### src/rtl/pipeline_sequencer_if.sv
// pipeline_sequencer_if
//
// Purpose: groups every non-clock/reset signal of the pipeline sequencer
// into one bundle so the control unit and the sequencer share one port.
//
// Port summary (directions seen from the slave, i.e. the sequencer):
//   inputs : clk_enable, microcode_s0, instruction_data_si, data_dep,
//            branch_take, jmp_addr, mem_op, mem_ack
//   outputs: pc, pc_s0, ret_addr, microcode_sn, instruction_data_sn,
//            valid_sn, blk_s0, freeze
// The master modport is the surrounding core (or a testbench) driving it.
interface pipeline_sequencer_if #(
    parameter int PC_WIDTH   = 30,
    parameter int MC_WIDTH   = 25,
    parameter int ID_WIDTH   = 25,
    parameter int NUM_STAGES = 4
);
    logic                             clk_enable;
    logic [MC_WIDTH-1:0]              microcode_s0;
    logic [ID_WIDTH-1:0]              instruction_data_si;
    logic                             data_dep;
    logic                             branch_take;
    logic [PC_WIDTH-1:0]              jmp_addr;
    logic                             mem_op;
    logic                             mem_ack;

    logic [PC_WIDTH-1:0]              pc;
    logic [PC_WIDTH-1:0]              pc_s0;
    logic [PC_WIDTH-1:0]              ret_addr;
    logic [(NUM_STAGES-1)*MC_WIDTH-1:0] microcode_sn;
    logic [NUM_STAGES*ID_WIDTH-1:0]   instruction_data_sn;
    logic [NUM_STAGES-2:0]            valid_sn;
    logic                             blk_s0;
    logic                             freeze;

    modport master (
        output clk_enable, microcode_s0, instruction_data_si, data_dep,
               branch_take, jmp_addr, mem_op, mem_ack,
        input  pc, pc_s0, ret_addr, microcode_sn, instruction_data_sn,
               valid_sn, blk_s0, freeze
    );

    modport slave (
        input  clk_enable, microcode_s0, instruction_data_si, data_dep,
               branch_take, jmp_addr, mem_op, mem_ack,
        output pc, pc_s0, ret_addr, microcode_sn, instruction_data_sn,
               valid_sn, blk_s0, freeze
    );
endinterface

### src/rtl/pipeline_sequencer.sv
// pipeline_sequencer
//
// Purpose: sequences a NUM_STAGES-deep RISC-V execute pipeline. Generates the
// fetch PC, carries microcode / instruction data / PC / valid down the stages,
// inserts bubbles after taken branches and data dependencies, and freezes the
// whole pipeline while a memory access at MEM_STAGE waits for its ack.
//
// Ports:
//   clk  - clock
//   rst  - synchronous active-high reset
//   bus  - pipeline_sequencer_if.slave carrying all control inputs
//          (clk_enable, microcode_s0, instruction_data_si, data_dep,
//          branch_take, jmp_addr, mem_op, mem_ack) and all outputs
//          (pc, pc_s0, ret_addr, microcode_sn, instruction_data_sn,
//          valid_sn, blk_s0, freeze).
module pipeline_sequencer #(
    parameter int                PC_WIDTH       = 30,
    parameter int                MC_WIDTH       = 25,
    parameter int                ID_WIDTH       = 25,
    parameter int                NUM_STAGES     = 4,
    parameter int                MEM_STAGE      = 2,
    parameter int                BRANCH_PENALTY = 3,
    parameter int                DEP_PENALTY    = 3,
    parameter logic [PC_WIDTH-1:0] RESET_PC     = '0
) (
    input  logic                 clk,
    input  logic                 rst,
    pipeline_sequencer_if.slave  bus
);

    localparam int MAX_PENALTY = (BRANCH_PENALTY > DEP_PENALTY) ? BRANCH_PENALTY : DEP_PENALTY;
    localparam int BW          = $clog2(MAX_PENALTY + 1);

    localparam logic [BW-1:0] BRANCH_RELOAD = BW'(BRANCH_PENALTY - 1);
    localparam logic [BW-1:0] DEP_RELOAD    = BW'(DEP_PENALTY - 1);

    // Fetch PC and its delay chain: pc -> pc_si -> pc_s0 -> pc_s1 (ret_addr)
    logic [PC_WIDTH-1:0] pc_q;
    logic [PC_WIDTH-1:0] pc_si_q;
    logic [PC_WIDTH-1:0] pc_s0_q;
    logic [PC_WIDTH-1:0] pc_s1_q;

    // Remaining bubble cycles after the one that started the window
    logic [BW-1:0] bub_cnt;

    // Stage payloads; index 1 (or 0) sits at the LSBs once flattened
    logic [NUM_STAGES-1:1][MC_WIDTH-1:0] mc_q;
    logic [NUM_STAGES-1:0][ID_WIDTH-1:0] id_q;
    logic [NUM_STAGES-1:1]               valid_q;

    logic                freeze;
    logic                dep_ok;
    logic                blk_s0;
    logic                adv;
    logic [PC_WIDTH-1:0] pc_next;
    logic [BW-1:0]       bub_next;

    // Hazard decode and next-state selection. A branch outranks a dependency,
    // and a dependency is only honoured outside a bubble window because s0 is
    // already being discarded inside one.
    always_comb begin
        freeze   = bus.mem_op & ~bus.mem_ack & valid_q[MEM_STAGE];
        dep_ok   = bus.data_dep & (bub_cnt == '0);
        blk_s0   = bus.branch_take | dep_ok | (bub_cnt != '0);
        adv      = bus.clk_enable & ~rst & ~freeze;

        pc_next  = pc_q + PC_WIDTH'(1);
        bub_next = (bub_cnt != '0) ? bub_cnt - BW'(1) : bub_cnt;

        if (bus.branch_take) begin
            pc_next  = bus.jmp_addr;
            bub_next = BRANCH_RELOAD;
        end else if (dep_ok) begin
            // Re-fetch the instruction that is being bubbled out of s0
            pc_next  = pc_s0_q;
            bub_next = DEP_RELOAD;
        end
    end

    // State register: reset wins over freeze and bubbles; otherwise every
    // register moves together only when the pipeline advances.
    always_ff @(posedge clk) begin
        if (rst) begin
            pc_q    <= RESET_PC;
            pc_si_q <= RESET_PC;
            pc_s0_q <= RESET_PC;
            pc_s1_q <= RESET_PC;
            bub_cnt <= '0;
            mc_q    <= '0;
            id_q    <= '0;
            valid_q <= '0;
        end else if (adv) begin
            pc_q    <= pc_next;
            pc_si_q <= pc_q;
            pc_s0_q <= pc_si_q;
            pc_s1_q <= pc_s0_q;
            bub_cnt <= bub_next;

            id_q[0] <= bus.instruction_data_si;

            if (blk_s0) begin
                mc_q[1]    <= '0;
                id_q[1]    <= '0;
                valid_q[1] <= 1'b0;
            end else begin
                mc_q[1]    <= bus.microcode_s0;
                id_q[1]    <= id_q[0];
                valid_q[1] <= 1'b1;
            end

            for (int k = 2; k < NUM_STAGES; k++) begin
                mc_q[k]    <= mc_q[k-1];
                id_q[k]    <= id_q[k-1];
                valid_q[k] <= valid_q[k-1];
            end
        end
    end

    // Output drive: everything registered except freeze and blk_s0
    always_comb begin
        bus.pc                  = pc_q;
        bus.pc_s0               = pc_s0_q;
        bus.ret_addr            = pc_s1_q;
        bus.microcode_sn        = mc_q;
        bus.instruction_data_sn = id_q;
        bus.valid_sn            = valid_q;
        bus.blk_s0              = blk_s0;
        bus.freeze              = freeze;
    end

endmodule

### src/flat_wrapper.sv
// flat-port wrapper written by rule: the top's interface ports become plain ports
module pipeline_sequencer_flat 
#(
    parameter int                PC_WIDTH       = 30,
    parameter int                MC_WIDTH       = 25,
    parameter int                ID_WIDTH       = 25,
    parameter int                NUM_STAGES     = 4,
    parameter int                MEM_STAGE      = 2,
    parameter int                BRANCH_PENALTY = 3,
    parameter int                DEP_PENALTY    = 3,
    parameter logic [PC_WIDTH-1:0] RESET_PC     = '0
)
  (clk, rst, bus_clk_enable, bus_microcode_s0, bus_instruction_data_si, bus_data_dep, bus_branch_take, bus_jmp_addr, bus_mem_op, bus_mem_ack, bus_pc, bus_pc_s0, bus_ret_addr, bus_microcode_sn, bus_instruction_data_sn, bus_valid_sn, bus_blk_s0, bus_freeze);
  pipeline_sequencer_if #(.PC_WIDTH(PC_WIDTH), .MC_WIDTH(MC_WIDTH), .ID_WIDTH(ID_WIDTH), .NUM_STAGES(NUM_STAGES)) bus_i ();
  input  logic clk;
  input  logic rst;
  input wire logic [$bits(bus_i.clk_enable)-1:0] bus_clk_enable;
  input wire logic [$bits(bus_i.microcode_s0)-1:0] bus_microcode_s0;
  input wire logic [$bits(bus_i.instruction_data_si)-1:0] bus_instruction_data_si;
  input wire logic [$bits(bus_i.data_dep)-1:0] bus_data_dep;
  input wire logic [$bits(bus_i.branch_take)-1:0] bus_branch_take;
  input wire logic [$bits(bus_i.jmp_addr)-1:0] bus_jmp_addr;
  input wire logic [$bits(bus_i.mem_op)-1:0] bus_mem_op;
  input wire logic [$bits(bus_i.mem_ack)-1:0] bus_mem_ack;
  output wire logic [$bits(bus_i.pc)-1:0] bus_pc;
  output wire logic [$bits(bus_i.pc_s0)-1:0] bus_pc_s0;
  output wire logic [$bits(bus_i.ret_addr)-1:0] bus_ret_addr;
  output wire logic [$bits(bus_i.microcode_sn)-1:0] bus_microcode_sn;
  output wire logic [$bits(bus_i.instruction_data_sn)-1:0] bus_instruction_data_sn;
  output wire logic [$bits(bus_i.valid_sn)-1:0] bus_valid_sn;
  output wire logic [$bits(bus_i.blk_s0)-1:0] bus_blk_s0;
  output wire logic [$bits(bus_i.freeze)-1:0] bus_freeze;
  assign bus_i.clk_enable = bus_clk_enable;
  assign bus_i.microcode_s0 = bus_microcode_s0;
  assign bus_i.instruction_data_si = bus_instruction_data_si;
  assign bus_i.data_dep = bus_data_dep;
  assign bus_i.branch_take = bus_branch_take;
  assign bus_i.jmp_addr = bus_jmp_addr;
  assign bus_i.mem_op = bus_mem_op;
  assign bus_i.mem_ack = bus_mem_ack;
  assign bus_pc = bus_i.pc;
  assign bus_pc_s0 = bus_i.pc_s0;
  assign bus_ret_addr = bus_i.ret_addr;
  assign bus_microcode_sn = bus_i.microcode_sn;
  assign bus_instruction_data_sn = bus_i.instruction_data_sn;
  assign bus_valid_sn = bus_i.valid_sn;
  assign bus_blk_s0 = bus_i.blk_s0;
  assign bus_freeze = bus_i.freeze;
  pipeline_sequencer #(.PC_WIDTH(PC_WIDTH), .MC_WIDTH(MC_WIDTH), .ID_WIDTH(ID_WIDTH), .NUM_STAGES(NUM_STAGES), .MEM_STAGE(MEM_STAGE), .BRANCH_PENALTY(BRANCH_PENALTY), .DEP_PENALTY(DEP_PENALTY), .RESET_PC(RESET_PC)) u_core (.clk(clk), .rst(rst), .bus(bus_i));
endmodule
### config.mk
export PLATFORM = sky130hd
export DESIGN_NAME = pipeline_sequencer_flat
export DESIGN_NICKNAME = d
export VERILOG_FILES = /design/src/rtl/pipeline_sequencer_if.sv /design/src/rtl/pipeline_sequencer.sv /design/src/flat_wrapper.sv
export SDC_FILE = /design/constraint.sdc
export NUM_CORES = 1
export LEC_CHECK = 0
export CORE_ASPECT_RATIO = 0.5
export CORE_MARGIN = 2
export CORE_UTILIZATION = 28
export CTS_CLUSTER_SIZE = 16
export DETAILED_ROUTE_END_ITERATION = 8
export GPL_ROUTABILITY_DRIVEN = 0
export PLACE_DENSITY_LB_ADDON = 0.12
export SLEW_MARGIN = 20
export SYNTH_ARGS = -nofsm -noshare
export SYNTH_HDL_FRONTEND = slang
export SYNTH_SLANG_ARGS = --single-unit
### constraint.sdc
create_clock -name clk -period 2.3 [get_ports clk]
set_input_delay 0.69 -clock clk [delete_from_list [all_inputs] [get_ports clk]]
set_output_delay 0.69 -clock clk [all_outputs]
set_load 0.02 [all_outputs]
# Yosys cells after proc, flatten, opt, wreduce, memory -nomap -nowiden

Cells that the tools add are included.

Output and inout port bits: 270
Word-level logic and storage cells: 37
Input bits: 87
Flip-flop bits (word level): 300

Reductions and logical operators: 4
Bitwise operators: 10
Add/subtract/negate cells: 2
Mux-type cells: 8

Operators with widths:

| cell                                                               | count |
|---|---|
| 30-bit two-way mux                                                 | 2 |
| 25-bit two-way mux                                                 | 2 |
| 30-bit by 1-bit adder with 30-bit output, second input constant    | 1 |
| 2-bit two-way mux                                                  | 3 |
| 1-bit AND                                                          | 5 |
| 1-bit inverter                                                     | 3 |
| 3-bit nonzero test                                                 | 1 |
| 2-bit zero test                                                    | 1 |
| 1-bit OR                                                           | 2 |
| 2-bit AND reduction                                                | 1 |
| 2-bit nonzero test                                                 | 1 |
| 2-bit by 1-bit subtractor with 2-bit output, second input constant | 1 |
| 1-bit two-way mux                                                  | 1 |

# Logic depth before layout (Yosys ltp)

Gate-level depths: netlist of the first run.

Depth after elaboration: 6
Gate-level depth with buffers: 9
Depth with buffers taken out: 7

# Least setup slack after synthesis of the first run

No wires, ideal clock.

Path kind: register to register
From: reg u_core.pc_q[0], in the netlist u_core.bus.pc[0]
To: reg u_core.pc_q[24], in the netlist u_core.bus.pc[24]
Path slack: -0.118 ns
Clock period less this slack: 2.418 ns
Buffers on the path: 1
Stages on the path, launching flop included: 8
Arrival: 2.323 ns
Setup time: 0.095 ns
Data required time: 2.205 ns
Path through: dfxtp_1 > ha_1 > buf_2 > nand2_1 > or4_4 > or4_1 > mux2i_1 > a221oi_1

Longest elaborated chain between the ends: 3

Ends and longest elaborated chain:

| item                                     | RTL line                 | text |
|---|---|---|
| start, declared                          | pipeline_sequencer.sv:38 | `logic [PC_WIDTH-1:0] pc_q;` |
| start signal, assigned                   | pipeline_sequencer.sv:93 | `pc_q <= pc_next;` |
| 30-bit by 1-bit adder with 30-bit output | pipeline_sequencer.sv:67 | `pc_next = pc_q + PC_WIDTH'(1);` |
| 30-bit two-way mux                       | pipeline_sequencer.sv:73 | `end else if (dep_ok) begin` |
| 30-bit two-way mux                       | pipeline_sequencer.sv:70 | `if (bus.branch_take) begin` |

No other way between the ends.
A chain may end at the register's enable or synchronous reset.

# Final worst setup path of the first run

From: reg u_core.bub_cnt[1]
To: out bus_blk_s0

Longest elaborated chain between the ends: 4

Ends and longest elaborated chain:

| item                   | RTL line                 | text |
|---|---|---|
| start, declared        | pipeline_sequencer.sv:44 | `logic [BW-1:0] bub_cnt;` |
| start signal, assigned | pipeline_sequencer.sv:97 | `bub_cnt <= bub_next;` |
| 2-bit zero test        | pipeline_sequencer.sv:63 | `dep_ok = bus.data_dep & (bub_cnt == '0);` |
| 1-bit AND              | pipeline_sequencer.sv:63 |  |
| 1-bit OR               | pipeline_sequencer.sv:64 | `blk_s0 = bus.branch_take \| dep_ok \| (bub_cnt != '0);` |
| 1-bit OR *             | pipeline_sequencer.sv:64 |  |
| end, declared          | flat_wrapper.sv:31       | `output wire logic [$bits(bus_i.blk_s0)-1:0] bus_blk_s0;` |

Every way passes the cells marked *; elsewhere a longest branch is shown, timed or not.

==> results of run 1 <==
## state kept, by name (all words and copies together) (netlist names)
signal,flops
u_core.pc_si_q,30
u_core.bus.instruction_data_sn,100
u_core.bus.pc_s0,30
u_core.bus.microcode_sn,75
u_core.bus.ret_addr,30
u_core.bus.valid_sn,3
u_core.bus.pc,30
u_core.bub_cnt,2
## timing repair
| action | in CTS | in global routing |
|---|---|---|
| pin swaps | 1 | 1 |
| resized for setup | 99 | 72 |
| setup endpoints to repair | 92 | 67 |
| cloned | 0 | 0 |
| setup buffers | 0 | 1 |
## worst max-delay path, delay by kind of cell (launching register included)
family,cells,cell delay [ps]
adders and majority gates,1,130
buffers and inverters,3,290
and+or+nand+nor,1,280
DFF,1,320
## area by class of cell
class,count,area share
repair buffers,475,0.274
clock inverters,12,0.00699
flip-flops and latches,300,0.342
well taps,540,0.0385
diodes,2,0.000285
clock buffers,39,0.0488
multi-input cells,1072,0.288
inverters,6,0.00128
## power by group
| group | switching, mW | leakage, nW | internal (mW) |
|---|---|---|---|
| Combinational | 0.807 | 4.62 | 0.610 |
| Clock | 2.17 | 0.483 | 2.83 |
| Sequential | 0.104 | 2.43 | 5.32 |
| Total | 3.08 | 7.54 | 8.76 |
## cells by family after synthesis
logic type               synth area share
AND/OR/NAND/NOR                     0.246
buffers and inverters              0.0444
XOR/XNOR                          0.00683
flip-flops                          0.520
adder cells (fa/ha/maj)           0.00217
multiplexers                      0.00260
AO/OA/AOI/OAI                       0.178
## worst paths after layout
check                           depth (start not counted)              endpoint
worst min register to register                          2  u_core.bus.pc_s0[14]
worst min-delay path                                    2  u_core.bus.pc_s0[14]
worst max register to register                          5     u_core.bus.pc[24]
worst max-delay path                                    5            bus_blk_s0
## per-layer routing
metal / part of all wire / vias up
met2: 0.51 / 215
met3: 0.037 / 53
met5: 0 / -
met1: 0.43 / 5420
li1: - / 5819
met4: 0.021 / 0
## stage by stage
stage                     hold slack (ps)  setup WS [ps]  cells
final                                 450           22.7   2446
after CTS                             451           -101   2443
after global routing                  465          -61.2   2446
after detailed placement              442           -564   2392
after global placement                439           -568   2392
after floorplan                       432           -107   1506
## cells in the final DEF (no fill, tap or decap), drive strengths merged, types with 5 or more instances in the layout
cell type,netlist,final
o21ai,28,28
a21oi,295,295
buf,20,123
dlymetal6s2s,0,65
nor3,15,15
a211oi,15,15
nand3,70,70
xor2,5,5
dfxtp,300,300
clkdlybuf4s50,0,196
clkbuf,108,39
nand2,520,520
nand4,6,6
nor4,8,8
a311oi,7,7
or4,6,6
o211ai,7,7
dlygate4sd2,0,91
inv,6,8
or3,5,5
and3,8,8
nor2,30,30
clkinv,0,6
==> flow_summary_export.csv, run 1 <==
group,metric,value,unit
synth,ys_seq_elements,300,
synth,synth_cell_type_count,47,
synth,synth_flop_cell,"dfxtp_1",
worst_setup_path,endpoint_kind,"output port",
worst_setup_path,cp_slowest_cell,"dfxtp_2",
global_route,grt_use_met3,0.0292,
timing,fmax,439,MHz
cells_and_area,drive_gt1_frac,0.0966,
timing,period_share,0.990,
die,io_pins,357,
worst_setup_path,max_stage_delay,320,ps
power_and_ir_drop,p_leak,7.54,nW
power_and_ir_drop,total_power,11.8,mW
drt,drtIter0Drc,897,
placed_design,io_buffers,356,
die,start_util,0.285,
synth,synth-edff-count,0,
timing,grt_setup_unrepaired,"yes",
cts,cts_buffers,30,
synth,seq_area_frac_synth,0.520,
synth,yosysMostFrequentCell,"nand2_1",
worst_setup_path,cp_max_fo,2,
min_path,hold_class,"register to register",
global_route,grt_remaining_overflow,0,
global_route,grtUsageMet1,0.236,
timing,hold_viol,0,
cts,cts.path.max_buffers,3,
synth,synth_area_leaders,"dfxtp_1 52%, nand2_1 17%, a21oi_1 13%",
timing,min_period,2280,ps
synth,syn_area,0.0115,mm²
timing,clock_skew,10.6,ps
global_route,grt_usage,0.188,
worst_setup_path,worst_ep_arrival_time,1590,ps
global_route,globalRouteMet2Util,0.340,
cells_and_area,nFillCells,4192,
drt,drt_first_pass_iters,5,
drt,drt.antenna.violating_nets,0,
cts,h-tree-depth,1,
cts,cts_tree,"done",
min_path,worstHoldStart,"u_core.pc_si_q[14]",
synth,synth_top_area_share,0.520,
cells_and_area,area_delta_synth_final,52.0,%
synth,synth_nets,1595,
cts,clkTransAtPathRegs,70,ps
global_route,antenna_found_initial,2,
global_route,busiest_layer,"met2",
synth,avgSynthCellArea,7.67,µm²
worst_setup_path,worstSetupPathType,"register to output port",
drt,vias,11507,
synth,synthArstFlopShare,0,
worst_setup_path,r2r-start,"u_core.bus.pc[8]",
global_route,grt_pass1_vias,11041,
timing,tns,0,ps
drt,via_per_inst,4.70,
cells_and_area,multi_input_area,0.00506,mm²
die,dieWidth,291,µm
synth,synth_top_area_cell,"dfxtp_1",
synth,netlist_instances,1506,
timing,max_slew_margin,0.566,
job,cap_viol_max_count,0,
worst_setup_path,worst_ep_required_time,1610,ps
die,fp.dieH,148,µm
worst_setup_path,r2r_slack,160,ps
synth,synthTopCellsByCount,"520 x nand2_1, 300 x dfxtp_1, 295 x a21oi_1",
drt,drt-total-wl,41700,µm
worst_setup_path,setup.worst_path.start_class,"register",
status,status,"finished, final reports clean",
drt,drc_errors,0,
die,fp.coreArea,0.0405,mm²
placed_design,placed_area,0.0165,mm²
die,die_area,0.0430,mm²
power_and_ir_drop,peakVddDrop,0.572,mV
die,rows,52,
cells_and_area,area.sequential,0.00601,mm²
timing,setup_viol,0,
cts,hold_buffers,0,
global_route,grt_pass1_wl,65300,µm
cts,clock_latency,570,ps
power_and_ir_drop,cellPowerDensity,675,mW/mm²
cells_and_area,finalInstanceArea,0.0176,mm²
cts,cts-root-buf,"clkbuf_16",
cells_and_area,nNetsFinal,1974,
worst_setup_path,cp-startpoint,"u_core.bub_cnt[1]",
timing,slew_viol_final,0,
synth,yosysWarnings,0,
placed_design,dp_hpwl,29500,µm
cts,cts_sinks,300,
drt,wl_per_cell,17.1,µm
worst_setup_path,crit_chain,"inv_2, ha_4, nor3b_4, inv_1, buf_6",
global_route,grt_max_degree,77,
timing,timing_worst_slew_pin_value,651,ps
cells_and_area,layout.core_utilization,0.433,
No activity file was read; power rests on OpenSTA's default activity.
==> run 2, diff against run 1 <==
- CTS_BUF_LIST: not set -> sky130_fd_sc_hd__clkbuf_4
==> run 2 against run 1 <==
Effect of this change: the flow now finishes with violations (setup timing); flip-flop and latch count unchanged; routed wire length rose by 1.3%; final cell count grew 3.4%; largest power group unchanged; clock skew grew 22 ps; utilization decreased by 0.82 points; largest cell class unchanged; register-to-register slack barely moved.
==> flow_summary_export.csv, run 2 (same netlist as run 1, synthesis figures left out) <==
group,metric,value,unit
status,status,"complete, but fails checks",
status,violations,"setup timing",
worst_setup_path,crit_chain,"inv_2, ha_4, nor3b_4, inv_1, buf_6",
die,fp.coreArea,0.0405,mm²
die,fp.dieH,148,µm
timing,period_share,1.05,
worst_setup_path,worstSetupPathType,"register to output port",
global_route,grt_remaining_overflow,0,
cells_and_area,layout_common_cells,"519 x nand2_1, 295 x a21oi_1, 288 x dfxtp_1, 215 x dlygate4sd2_1, 112 x clkbuf_4",
drt,top_layer_used,"met4",
cts,h-tree-depth,3,
drt,m1WireLength,18200,µm
placed_design,io_buffers,356,
cells_and_area,finalInstanceArea,0.0172,mm²
cells_and_area,drive_gt1_frac,0.150,
global_route,antenna_found_initial,3,
cts,cts_buffers,76,
timing,setup_ws,-126,ps
worst_setup_path,r2r_slack,170,ps
worst_setup_path,r2r-end,"u_core.bus.pc[24]",
cells_and_area,layout_commonest_cell,"nand2_1",
global_route,grt_max_degree,77,
cts,clock_latency,740,ps
worst_setup_path,setup.worst_path.start_class,"register",
cts,hold_buffers,0,
cts,clkTransAtPathRegs,60,ps
worst_setup_path,r2r-start,"u_core.bus.pc[8]",
worst_setup_path,worst_ep_arrival_time,1740,ps
die,io_pins,357,
placed_design,placed_area,0.0165,mm²
power_and_ir_drop,p_leak,7.16,nW
worst_setup_path,cp_max_fo,2,
drt,drtIter0Drc,917,
worst_setup_path,max_stage_delay,320,ps
timing,grt_setup_unrepaired,"yes",
cts,cts-root-buf,"clkbuf_4",
cells_and_area,nFillCells,4338,
cells_and_area,fin_cells,2528,
cts,cts_tree,"done",
cells_and_area,largest_reg_flops,100,
worst_setup_path,cp-startpoint,"u_core.bub_cnt[1]",
drt,vias,11793,
min_path,hold_class,"register to register",
timing,clock_skew,32.6,ps
drt,wl_met2,21300,µm
drt,wl_per_cell,16.7,µm
placed_design,placed_cells,2392,
timing,fmax,412,MHz
cts,cts.path.max_buffers,3,
power_and_ir_drop,cellPowerDensity,683,mW/mm²
global_route,grt_usage,0.195,
cells_and_area,nNetsFinal,2022,
worst_setup_path,cp_slowest_cell,"dfxtp_2",
worst_setup_path,endpoint_kind,"output port",
cts,cts_sinks,300,
drt,drt-total-wl,42300,µm
timing,whs,436,ps
die,rows,52,
power_and_ir_drop,total_power,11.8,mW
worst_setup_path,worstSetupEndpoint,"bus_blk_s0",
job,cap_viol_max_count,0,
timing,max_slew_margin,0.562,
drt,via_per_inst,4.66,
timing,setup_viol,1,
cells_and_area,area_delta_synth_final,49.2,%
global_route,grt_pass1_wl,66800,µm
cells_and_area,layout.core_utilization,0.425,
placed_design,dp_hpwl,29500,µm
drt,wl_met3,1660,µm
drt,drt_first_pass_iters,5,
drt,drc_errors,0,
min_path,min_path_cells,2,
die,die_area,0.0430,mm²
global_route,grt_pass1_vias,11476,
timing,slew_viol_final,0,
timing,hold_viol,0,
die,dieWidth,291,µm
die,start_util,0.285,
timing,min_period,2430,ps
worst_setup_path,reg2regPathDepth,5,
power_and_ir_drop,peakVddDrop,0.302,mV
drt,drt.antenna.violating_nets,0,
timing,timing_worst_slew_pin_value,657,ps
worst_setup_path,worst_ep_required_time,1610,ps
[run 2: worst min-delay path by stage]
stage,end,startpoint,slack (ps)
after global placement,u_core.bus.pc_s0[14],u_core.pc_si_q[14],440
after detailed placement,u_core.bus.pc_s0[24],u_core.pc_si_q[24],440
after global routing,u_core.bus.pc[22],rst,400
final,u_core.bus.pc_s0[3],u_core.pc_si_q[3],440
after CTS,u_core.bus.pc[22],rst,360
after floorplan,u_core.bus.pc_s0[12],u_core.pc_si_q[12],430
[run 2: timing repair]
item,in CTS,in global routing
buffers inserted,2,1
endpoints found under the setup margin,270,45
pin swaps,1,0
gates resized for setup,332,50
[run 2: cell type report]
type | count | area [µm²] | area share
clock buffers | 112 | 841 | 0.0488
repair buffers | 477 | 4410 | 0.256
multi-input cells | 1072 | 5060 | 0.294
flip-flops and latches | 300 | 6020 | 0.350
clock inverters | 18 | 183 | 0.0106
well taps | 540 | 676 | 0.0392
diodes | 3 | 7.51 | 0.000436
inverters | 6 | 22.5 | 0.00131
[run 2: power by group]
group	leakage [nW]	internal (mW)	switching, mW	total, mW
sequential	2.44	5.32	0.105	5.42
clock	0.596	2.67	2.27	4.94
combinational	4.13	0.585	0.807	1.39
[run 2: worst max-delay path, delay by kind of cell (launching register included)]
family,cells,cell delay [ps]
AND/OR/NAND/NOR,1,280
adder cells (fa/ha/maj),1,130
flip-flops,1,320
buffers and inverters,3,290
[run 2: through the flow]
step | TNS [ps] | setup WS [ps]
6_report | -126 | -126
5_1_grt | -280 | -280
4_1_cts | -261 | -261
3_5_place_dp | -19340 | -564
3_3_place_gp | -18660 | -568
2_1_floorplan | -107 | -107
[run 2: layer usage]
layer | vias to the layer above | global-route usage
met4 | 0 | 0.0684
li1 | 5966 | -
met5 | - | 0
met1 | 5516 | 0.237
met3 | 68 | 0.0427
met2 | 243 | 0.341
==> run 3, diff against run 2 <==
--- a/config.mk
+++ b/config.mk
@@ -10,3 +10,3 @@
 export CORE_UTILIZATION = 28
-export CTS_BUF_LIST = sky130_fd_sc_hd__clkbuf_4
+export CTS_BUF_LIST = sky130_fd_sc_hd__clkbuf_2
 export CTS_CLUSTER_SIZE = 16
==> constraint.sdc (replaced) <==
create_clock -name clk -period 2.3 [get_ports clk]
set_input_delay 0.23 -clock clk [delete_from_list [all_inputs] [get_ports clk]]
set_output_delay 0.23 -clock clk [all_outputs]
set_load 0.02 [all_outputs]
==> run 3 against run 2 <==
Effect of this change: the flow now finishes without violations; power is 11% lower; via count hardly changed; final area is 1.8% higher; non-clock buffer count is 27 higher; critical endpoint unchanged; clock skew is 29 ps higher; final cell count is 0.83% higher; sequential share of layout area is 0.66 points lower; count of clock-buffer cells in the layout is 14 lower.
==> flow_summary_export.csv, run 3 (same netlist as run 1, synthesis figures left out) <==
group,metric,value,unit
status,status,"finished, final reports clean",
cts,clock_latency,920,ps
drt,drc_errors,0,
cells_and_area,area.sequential,0.00601,mm²
die,start_util,0.285,
die,dieWidth,291,µm
global_route,grt_usage,0.190,
cts,h-tree-depth,3,
worst_setup_path,cp_slowest_cell,"dfxtp_2",
worst_setup_path,endpoint_kind,"output port",
global_route,grt_pass1_vias,11337,
timing,clock_skew,62.0,ps
cells_and_area,layout_common_cells,"519 x nand2_1, 295 x a21oi_1, 294 x dfxtp_1, 240 x clkdlybuf4s50_1, 98 x clkbuf_2",
global_route,grt_pass1_wl,65100,µm
placed_design,placed_area,0.0160,mm²
worst_setup_path,crit_family,"buffers and inverters",
cts,cts_tree,"done",
timing,max_slew_margin,0.523,
worst_setup_path,r2r_slack,260,ps
timing,slew_viol_final,0,
cells_and_area,layout_commonest_cell,"nand2_1",
power_and_ir_drop,peakVddDrop,0.227,mV
die,io_pins,357,
cts,cts_sinks,300,
cells_and_area,finalInstanceArea,0.0175,mm²
die,die_area,0.0430,mm²
placed_design,io_buffers,356,
drt,vias,11798,
drt,via_per_inst,4.63,
die,fp.dieH,148,µm
power_and_ir_drop,cellPowerDensity,597,mW/mm²
timing,hold_viol,0,
worst_setup_path,cp_max_fo,2,
power_and_ir_drop,p_leak,7.15,nW
timing,min_period,2170,ps
worst_setup_path,max_stage_delay,340,ps
cells_and_area,nNetsFinal,2046,
timing,whs,119,ps
worst_setup_path,worst_ep_required_time,2070,ps
worst_setup_path,path_buf_inv,4,
cts,cts_buffers,73,
die,fp.coreArea,0.0405,mm²
drt,drt-total-wl,41700,µm
cells_and_area,drive_gt1_frac,0.101,
global_route,grt_remaining_overflow,0,
timing,grt_setup_unrepaired,"yes",
drt,drt_first_pass_iters,5,
cells_and_area,multi_input_area,0.00506,mm²
worst_setup_path,worst_ep_arrival_time,1940,ps
cts,clkTransAtPathRegs,100,ps
drt,drt.antenna.violating_nets,0,
min_path,hold_class,"input port to register",
timing,setup_viol,0,
worst_setup_path,worstSetupPathType,"register to output port",
placed_design,dp_hpwl,27600,µm
worst_setup_path,setup.worst_path.start_class,"register",
worst_setup_path,crit_chain,"inv_2, ha_4, nor3b_4, buf_12, inv_4, buf_6",
cts,cts.path.max_buffers,3,
timing,timing_worst_slew_pin_value,715,ps
global_route,antenna_found_initial,1,
global_route,grt_max_degree,140,
cells_and_area,area_delta_synth_final,51.9,%
cells_and_area,nFillCells,4224,
cells_and_area,largest_reg_flops,100,
power_and_ir_drop,total_power,10.5,mW
die,rows,52,
cts,cts-root-buf,"clkbuf_2",
drt,wl_per_cell,16.4,µm
timing,fmax,460,MHz
cells_and_area,layout.core_utilization,0.432,
drt,drtIter0Drc,925,
job,cap_viol_max_count,0,
timing,period_share,0.945,
-- run 3: cell type report --
type,instances,area share
Inverter,6,0.00143
Sequential cell,300,0.343
Multi-Input combinational cell,1072,0.289
Antenna cell,1,0.000143
Clock buffer,98,0.0280
Clock inverter,28,0.00906
Tap cell,540,0.0385
Timing Repair Buffer,504,0.291
-- run 3: repair_timing --
action                     4_1_cts  5_1_grt
hold buffers                    75        0
resized for setup               82       52
setup buffers                    1        3
pin swaps                        1        1
hold endpoints to repair       283        0
setup endpoints to repair       69       47
-- run 3: metal layers --
layer  wire length (µm)  global-route usage
met5                  0                   0
met4               1080              0.0687
met3               1510              0.0403
met2              21100               0.326
met1              18000               0.236
-- run 3: final timing paths --
kind / from / end / cells after the start
setup / recovery: u_core.bub_cnt[0] / bus_blk_s0 / 6
hold / removal: bus_mem_op / u_core.bus.valid_sn[1] / 5
setup reg to reg: u_core.bus.pc[0] / u_core.bus.pc[24] / 6
hold reg to reg: u_core.pc_si_q[2] / u_core.bus.pc_s0[2] / 2
-- run 3: report_power, final --
part	switching (mW)	total [mW]	internal [mW]	leakage, nW
clock network	2.23	3.61	1.38	0.492
registers	0.0987	5.42	5.32	2.43
logic	0.815	1.44	0.625	4.22
total	3.14	10.5	7.32	7.15
-- run 3: per-stage QoR --
stage               std cells  setup WS (ps)  TNS (ps)
floorplan                1506           14.9         0
global placement         2343            147         0
detailed placement       2343            105         0
CTS                      2545          -92.2     -92.2
global route             2549          -54.7     -54.7
finish                   2549            126         0
-- run 3: worst min-delay path, stage by stage --
cell             delay [ps]
clkdlybuf4s50_1         400
nand3b_1                130
inv_2                    70
nor2_1                   80
a211oi_1                 70
==> RTL change 1, RTL diff (flow settings as in run 1) <==
Make the reset (`rst`) asynchronous in one clocked block. Comments in the files are not updated.
--- a/src/rtl/pipeline_sequencer.sv
+++ b/src/rtl/pipeline_sequencer.sv
@@ -79,7 +79,7 @@
 
     // State register: reset wins over freeze and bubbles; otherwise every
     // register moves together only when the pipeline advances.
-    always_ff @(posedge clk) begin
+    always_ff @(posedge clk or posedge rst) begin
         if (rst) begin
             pc_q    <= RESET_PC;
             pc_si_q <= RESET_PC;
Formal check against the unedited RTL: differs if rst is asserted again (counterexample within 4 cycles, from zero or initial values and one cycle with rst high); with rst held inactive, the same outputs for 4 cycles.
==> RTL change 1 against run 1 <==
Area after synthesis up 8.7%. Cell area up 5.0%. Routed wire length shrank 4.2%. Setup slack better by 0.028 ns. First-iteration DRC count down 45%. Non-clock buffer count down 39. Sequential cell count unchanged. Die area increased by 8.6%. Hold slack gained 0.0090 ns. Global-route usage decreased by 1.8 points. Largest cell class unchanged.
Power is not compared: it rests on default switching activity, and its combinational part moved more than twofold at a synthesized area within 25%.
==> RTL change 1: results (changes against run 1) <==
clocking:
  clock_path_buffers: 3  # unchanged
  htreeDepth: 1  # unchanged
  root_buffer: "clkbuf_16"  # unchanged
  clk_latency_ns: 0.57  # about the same
  clk_pin_slew_ns: 0.07  # about the same
  numCtsBuffers: 31  # was 30
  postCtsSetupBuffers: 0  # unchanged
layout:
  final_cells: 2446  # unchanged
  fillers: 4464  # was 4192
  largest_reg_flops: 100  # unchanged
  drive_above_1_share: 0.0845  # was 0.0966
  insertedDiodeCount: 0  # was 2
  fin_nets: 1923  # was 1974
critical_path:
  cp.arrival_ns: 1.56  # was 1.59 ns
  reg2reg_from: "u_core.bus.pc[3]"  # was u_core.bus.pc[8]
  ff2ff_setup_slack_ns: 0.38  # was 0.16 ns
  reg2reg_depth: 6  # was 5
  cp_max_fo: 3  # was 2
  crit_family: "buffers and inverters"  # was flip-flops
  r2r_end: "u_core.bus.pc[17]"  # was u_core.bus.pc[24]
  critPathMaxStageDelay_ns: 0.62  # was 0.32 ns
  crit_end: "bus_microcode_sn[18]"  # was bus_blk_s0
  cp-startpoint: "u_core.bus.microcode_sn[18]"  # was u_core.bub_cnt[1]
  slowest_stage: "clkdlybuf4s50_1"  # was dfxtp_2
status:
  status: "finished, final reports clean"  # unchanged
routing:
  num_vias: 10900  # was 11500
  drtIter0Drc: 497  # was 897
  first_pass_iters: 4  # was 5
  drt-total-wl_um: 40000  # was 41700 um
power:
  peakVddDrop_v: 0.000563
  p_leak_nw: 10.5
placed_design:
  hpwl_um: 27400  # was 29500 um
  io_buffers: 356  # unchanged
  dpl-instance-area_mm2: 0.0174  # was 0.0165 mm2
grt:
  grt_pass1_wl_um: 63200  # was 65300 um
  grt_max_degree: 116  # was 77
  grt_util_all_layers: 0.170  # was 0.188
  antenna_found_initial: 1  # was 2
synth:
  synth.net_count: 1548  # was 1595
  async_reset_ff_frac: 1.00  # was 0
  synth_flop_cell: "dfrtp_1"  # was dfxtp_1
  syn_area_per_cell_um2: 8.60  # was 7.67 um2
  yosysSeqAreaShare: 0.598  # was 0.520
  yosys_warnings: 0  # unchanged
  synthTopCellsByArea: "dfrtp_1, nand2_1, nand3_1"  # was dfxtp_1, nand2_1, a21oi_1
  synth.distinct_cells: 51  # was 47
  synth_common_cells: "nand2_1, dfrtp_1, clkbuf_1"  # was nand2_1, dfxtp_1, a21oi_1
sta:
  fin_skew_ns: 0.0185  # was 0.0106 ns
  tightest_slew_ns: 0.737  # was 0.651 ns
hold_path:
  hold_path_class: "register to register"  # unchanged
-- RTL change 1: worst register-to-register path, delay by kind of cell, from the launching register on --
family / cells / cell delay [ns]
AND/OR/NAND/NOR: 3 / 0.69
flip-flops: 1 / 0.49
AO/OA/AOI/OAI: 2 / 0.41
buffers and inverters: 1 / 0.25
-- RTL change 1: kinds of logic (layout without fill, tap and decap cells) --
group,count (synthesis),in the layout,share of synthesized area
buf+inv,103,502,0.0339
flops,300,300,0.598
compound gates,121,121,0.0602
fa+ha+maj,2,2,0.00199
xor+xnor,5,5,0.00349
simple gates,928,928,0.302
-- RTL change 1: final cells by class --
class | instances | share of cell area
clock buffer | 45 | 0.0499
clock inverter | 12 | 0.00747
inverter | 9 | 0.00204
multi-input combinational | 1056 | 0.252
sequential | 300 | 0.408
tap | 588 | 0.0399
timing repair buffer | 436 | 0.241
-- RTL change 1: metal layers --
metal / track usage / vias to the layer above / share of wire
met5: 0 / - / 0
met4: 0.0341 / 0 / 0.020
met3: 0.0256 / 47 / 0.029
met2: 0.304 / 149 / 0.52
met1: 0.218 / 5257 / 0.43
li1: - / 5417 / -
-- RTL change 1: where the power goes --
part	switching, mW	leakage (nW)	internal (mW)
Sequential	0.728	3.96	6.10
Combinational	2.36	6.04	1.72
Clock	2.18	0.526	3.09
Total	5.27	10.5	10.9
-- RTL change 1: how the worst min path moves through the flow --
stage	from	to	slack [ns]	cells past startpoint
floorplan	u_core.pc_si_q[0]	u_core.bus.pc_s0[0]	0.44	2
global placement	u_core.pc_si_q[11]	u_core.bus.pc_s0[11]	0.45	2
detailed placement	u_core.pc_si_q[11]	u_core.bus.pc_s0[11]	0.45	2
CTS	u_core.bus.microcode_sn[60]	u_core.bus.microcode_sn[60]	0.47	2
global route	u_core.pc_si_q[27]	u_core.bus.pc_s0[27]	0.48	2
finish	u_core.bus.microcode_sn[58]	u_core.bus.microcode_sn[58]	0.46	2
-- RTL change 1: metrics by stage --
stage	setup TNS, ns	hold WS, ns	worst slack (ns)	utilization	total power [mW]
global placement	-46.79	0.447	-0.474	0.396	11.4
finish	0	0.459	0.0507	0.419	16.2
CTS	0	0.466	0.000114	0.416	16.5
floorplan	-1864.35	0.439	-3.94	-	8.95
global route	-0.00652	0.484	-0.00652	0.419	17.1
detailed placement	-46.96	0.448	-0.483	0.396	11.4
-- RTL change 1: what timing repair did --
item / 4_1_cts / 5_1_grt
endpoints found under the setup margin: 142 / 61
pin swaps: 1 / 0
resized for setup: 155 / 62
==> RTL change 2, RTL diff (flow settings as in run 1) <==
Without the edit above. `MC_WIDTH` is set to 25 in 3 places; all go to 17.
--- a/src/rtl/pipeline_sequencer_if.sv
+++ b/src/rtl/pipeline_sequencer_if.sv
@@ -11,7 +11,7 @@
 // The master modport is the surrounding core (or a testbench) driving it.
 interface pipeline_sequencer_if #(
     parameter int PC_WIDTH   = 30,
-    parameter int MC_WIDTH   = 25,
+    parameter int MC_WIDTH   = 17,
     parameter int ID_WIDTH   = 25,
     parameter int NUM_STAGES = 4
 );
--- a/src/rtl/pipeline_sequencer.sv
+++ b/src/rtl/pipeline_sequencer.sv
@@ -15,7 +15,7 @@
 //          valid_sn, blk_s0, freeze).
 module pipeline_sequencer #(
     parameter int                PC_WIDTH       = 30,
-    parameter int                MC_WIDTH       = 25,
+    parameter int                MC_WIDTH       = 17,
     parameter int                ID_WIDTH       = 25,
     parameter int                NUM_STAGES     = 4,
     parameter int                MEM_STAGE      = 2,
--- a/src/flat_wrapper.sv
+++ b/src/flat_wrapper.sv
@@ -2,7 +2,7 @@
 module pipeline_sequencer_flat 
 #(
     parameter int                PC_WIDTH       = 30,
-    parameter int                MC_WIDTH       = 25,
+    parameter int                MC_WIDTH       = 17,
     parameter int                ID_WIDTH       = 25,
     parameter int                NUM_STAGES     = 4,
     parameter int                MEM_STAGE      = 2,
Interface: changed (resized bus_microcode_s0 and bus_microcode_sn); port bits go from 357 to 325. The function was not compared with the original's and may differ.
==> RTL change 2 against run 1 <==
Cell area shrank 8.0%. Sequential cell count down 24. Area after synthesis shrank 6.7%. Clock power shrank 8.2%. Highest routed layer unchanged. Utilization fell by 0.44 points. Setup slack better by 0.028 ns. Power down 8.0%. Routed wire length fell by 10%. Clock skew increased by 0.0063 ns. Hold slack improved by 0.0029 ns. Non-clock buffer count decreased by 68. Count of clock-buffer cells in the layout shrank 4.
==> RTL change 2: results (changes against run 1) <==
grt:
  met3_usage: 0.0345  # was 0.0292
  grt_pass1_vias: 10400  # was 11000
  grt_pass1_wl_um: 58000  # was 65300 um
  grt_max_degree: 52  # was 77
  met2_usage: 0.331  # was 0.340
  antenna_found_initial: 3  # was 2
  met1_usage: 0.210  # was 0.236
clocking:
  numCtsBuffers: 27  # was 30
critical_path:
  reg2reg_from: "u_core.bus.pc[0]"  # was u_core.bus.pc[8]
  cp-startpoint: "u_core.bus.valid_sn[0]"  # was u_core.bub_cnt[1]
  slowest_stage: "clkdlybuf4s50_1"  # was dfxtp_2
  crit_end: "bus_valid_sn[0]"  # was bus_blk_s0
  critPathMaxStageDelay_ns: 0.67  # was 0.32 ns
power:
  p_sw_frac: 0.259  # was 0.260
  p_leak_nw: 6.83  # was 7.54 nW
routing:
  first_pass_iters: 5  # unchanged
  drt-total-wl_um: 37400  # was 41700 um
  via_per_inst: 4.75  # was 4.70
  num_vias: 10700  # was 11500
synth:
  synthTopCellsByArea: "dfxtp_1, nand2_1, a21oi_1"  # unchanged
  synth.net_count: 1480  # was 1595
  synth_cells: 1399  # was 1506
  yosysSeqAreaShare: 0.513  # was 0.520
  synth.distinct_cells: 54  # was 47
  synth_common_cells: "nand2_1, a21oi_1, dfxtp_1"  # was nand2_1, dfxtp_1, a21oi_1
sta:
  clock.fmax_mhz: 445  # was 439 MHz
  fin_skew_ns: 0.0169  # was 0.0106 ns
  maxSlewHeadroom: 0.630  # was 0.566
status:
  status: "finished, final reports clean"  # unchanged
placed_design:
  io_buffers: 324  # was 356
  dp_cells: 2212  # was 2392
  dpl-instance-area_mm2: 0.0151  # was 0.0165 mm2
layout:
  fin_nets: 1802  # was 1974
  fillers: 3832  # was 4192
  drive_above_1_share: 0.0919  # was 0.0966
[RTL change 2: cell types whose count changed after synthesis, moves of 4 or more]
| cell | change |
|---|---|
| nor4_1 | -4 |
| a311oi_1 | -4 |
| clkbuf_1 | -7 |
| buf_1 | -5 |
| nand3_1 | -8 |
| a21oi_1 | -19 |
| dfxtp_1 | -24 |
| and3_1 | -6 |
| nand2_1 | -38 |
[RTL change 2: worst min-delay path by stage]
stage	depth (start not counted)	slack, ns	start	to
CTS	2	0.45	u_core.bus.ret_addr[6]	u_core.bus.ret_addr[6]
finish	2	0.45	u_core.bus.ret_addr[6]	u_core.bus.ret_addr[6]
global placement	2	0.43	u_core.pc_si_q[4]	u_core.bus.pc_s0[4]
detailed placement	2	0.44	u_core.pc_si_q[1]	u_core.bus.pc_s0[1]
global route	2	0.47	u_core.bus.instruction_data_sn[80]	u_core.bus.instruction_data_sn[80]
floorplan	2	0.43	u_core.pc_si_q[13]	u_core.bus.pc_s0[13]
[RTL change 2: repair_timing]
| item | CTS | global route |
|---|---|---|
| setup endpoints to repair | 60 | 67 |
| cloned | 0 | 0 |
| resized for setup | 66 | 69 |
| pin swaps | 2 | 0 |
[RTL change 2: cell families (layout without fill, tap and decap cells)]
logic type	after synthesis	count (layout)	share of synthesized area
AND/OR/NAND/NOR	629	629	0.248
adder cells (fa/ha/maj)	2	2	0.00232
other	0	3	0
buffers and inverters	123	465	0.0436
XOR/XNOR	10	10	0.00813
multiplexers	2	2	0.00186
AO/OA/AOI/OAI	357	357	0.183
flip-flops	276	276	0.513
[RTL change 2: worst register-to-register path, delay by kind of cell (launching register included)]
| kind | cells | cell delay [ns] |
|---|---|---|
| fa+ha+maj | 1 | 0.26 |
| compound gates | 1 | 0.22 |
| flops | 1 | 0.44 |
| xor+xnor | 1 | 0.19 |
| simple gates | 3 | 0.85 |
[RTL change 2: metal layers]
layer,part of all wire,up-vias
met1,0.40,5131
met2,0.52,201
met4,0.036,0
met5,0,-
met3,0.042,76
li1,-,5339
[RTL change 2: power groups by stage]
stage	Sequential, mW	Clock (mW)	Combinational, mW
2_1_floorplan	5.22	0	0.521
5_1_grt	5.04	4.97	1.38
6_report	5.03	4.59	1.27
4_1_cts	5.03	4.76	1.29
3_5_place_dp	5.14	0	1.31
3_3_place_gp	5.13	0	1.30
[RTL change 2: final cells by class]
| type | instances | area (um2) | area share |
|---|---|---|---|
| Inverter | 9 | 33.8 | 0.00209 |
| Antenna cell | 3 | 7.51 | 0.000465 |
| Tap cell | 520 | 651 | 0.0403 |
| Timing Repair Buffer | 407 | 4210 | 0.261 |
| Sequential cell | 276 | 5530 | 0.342 |
| Clock inverter | 14 | 159 | 0.00984 |
| Multi-Input combinational cell | 1000 | 4810 | 0.298 |
| Clock buffer | 35 | 746 | 0.0462 |
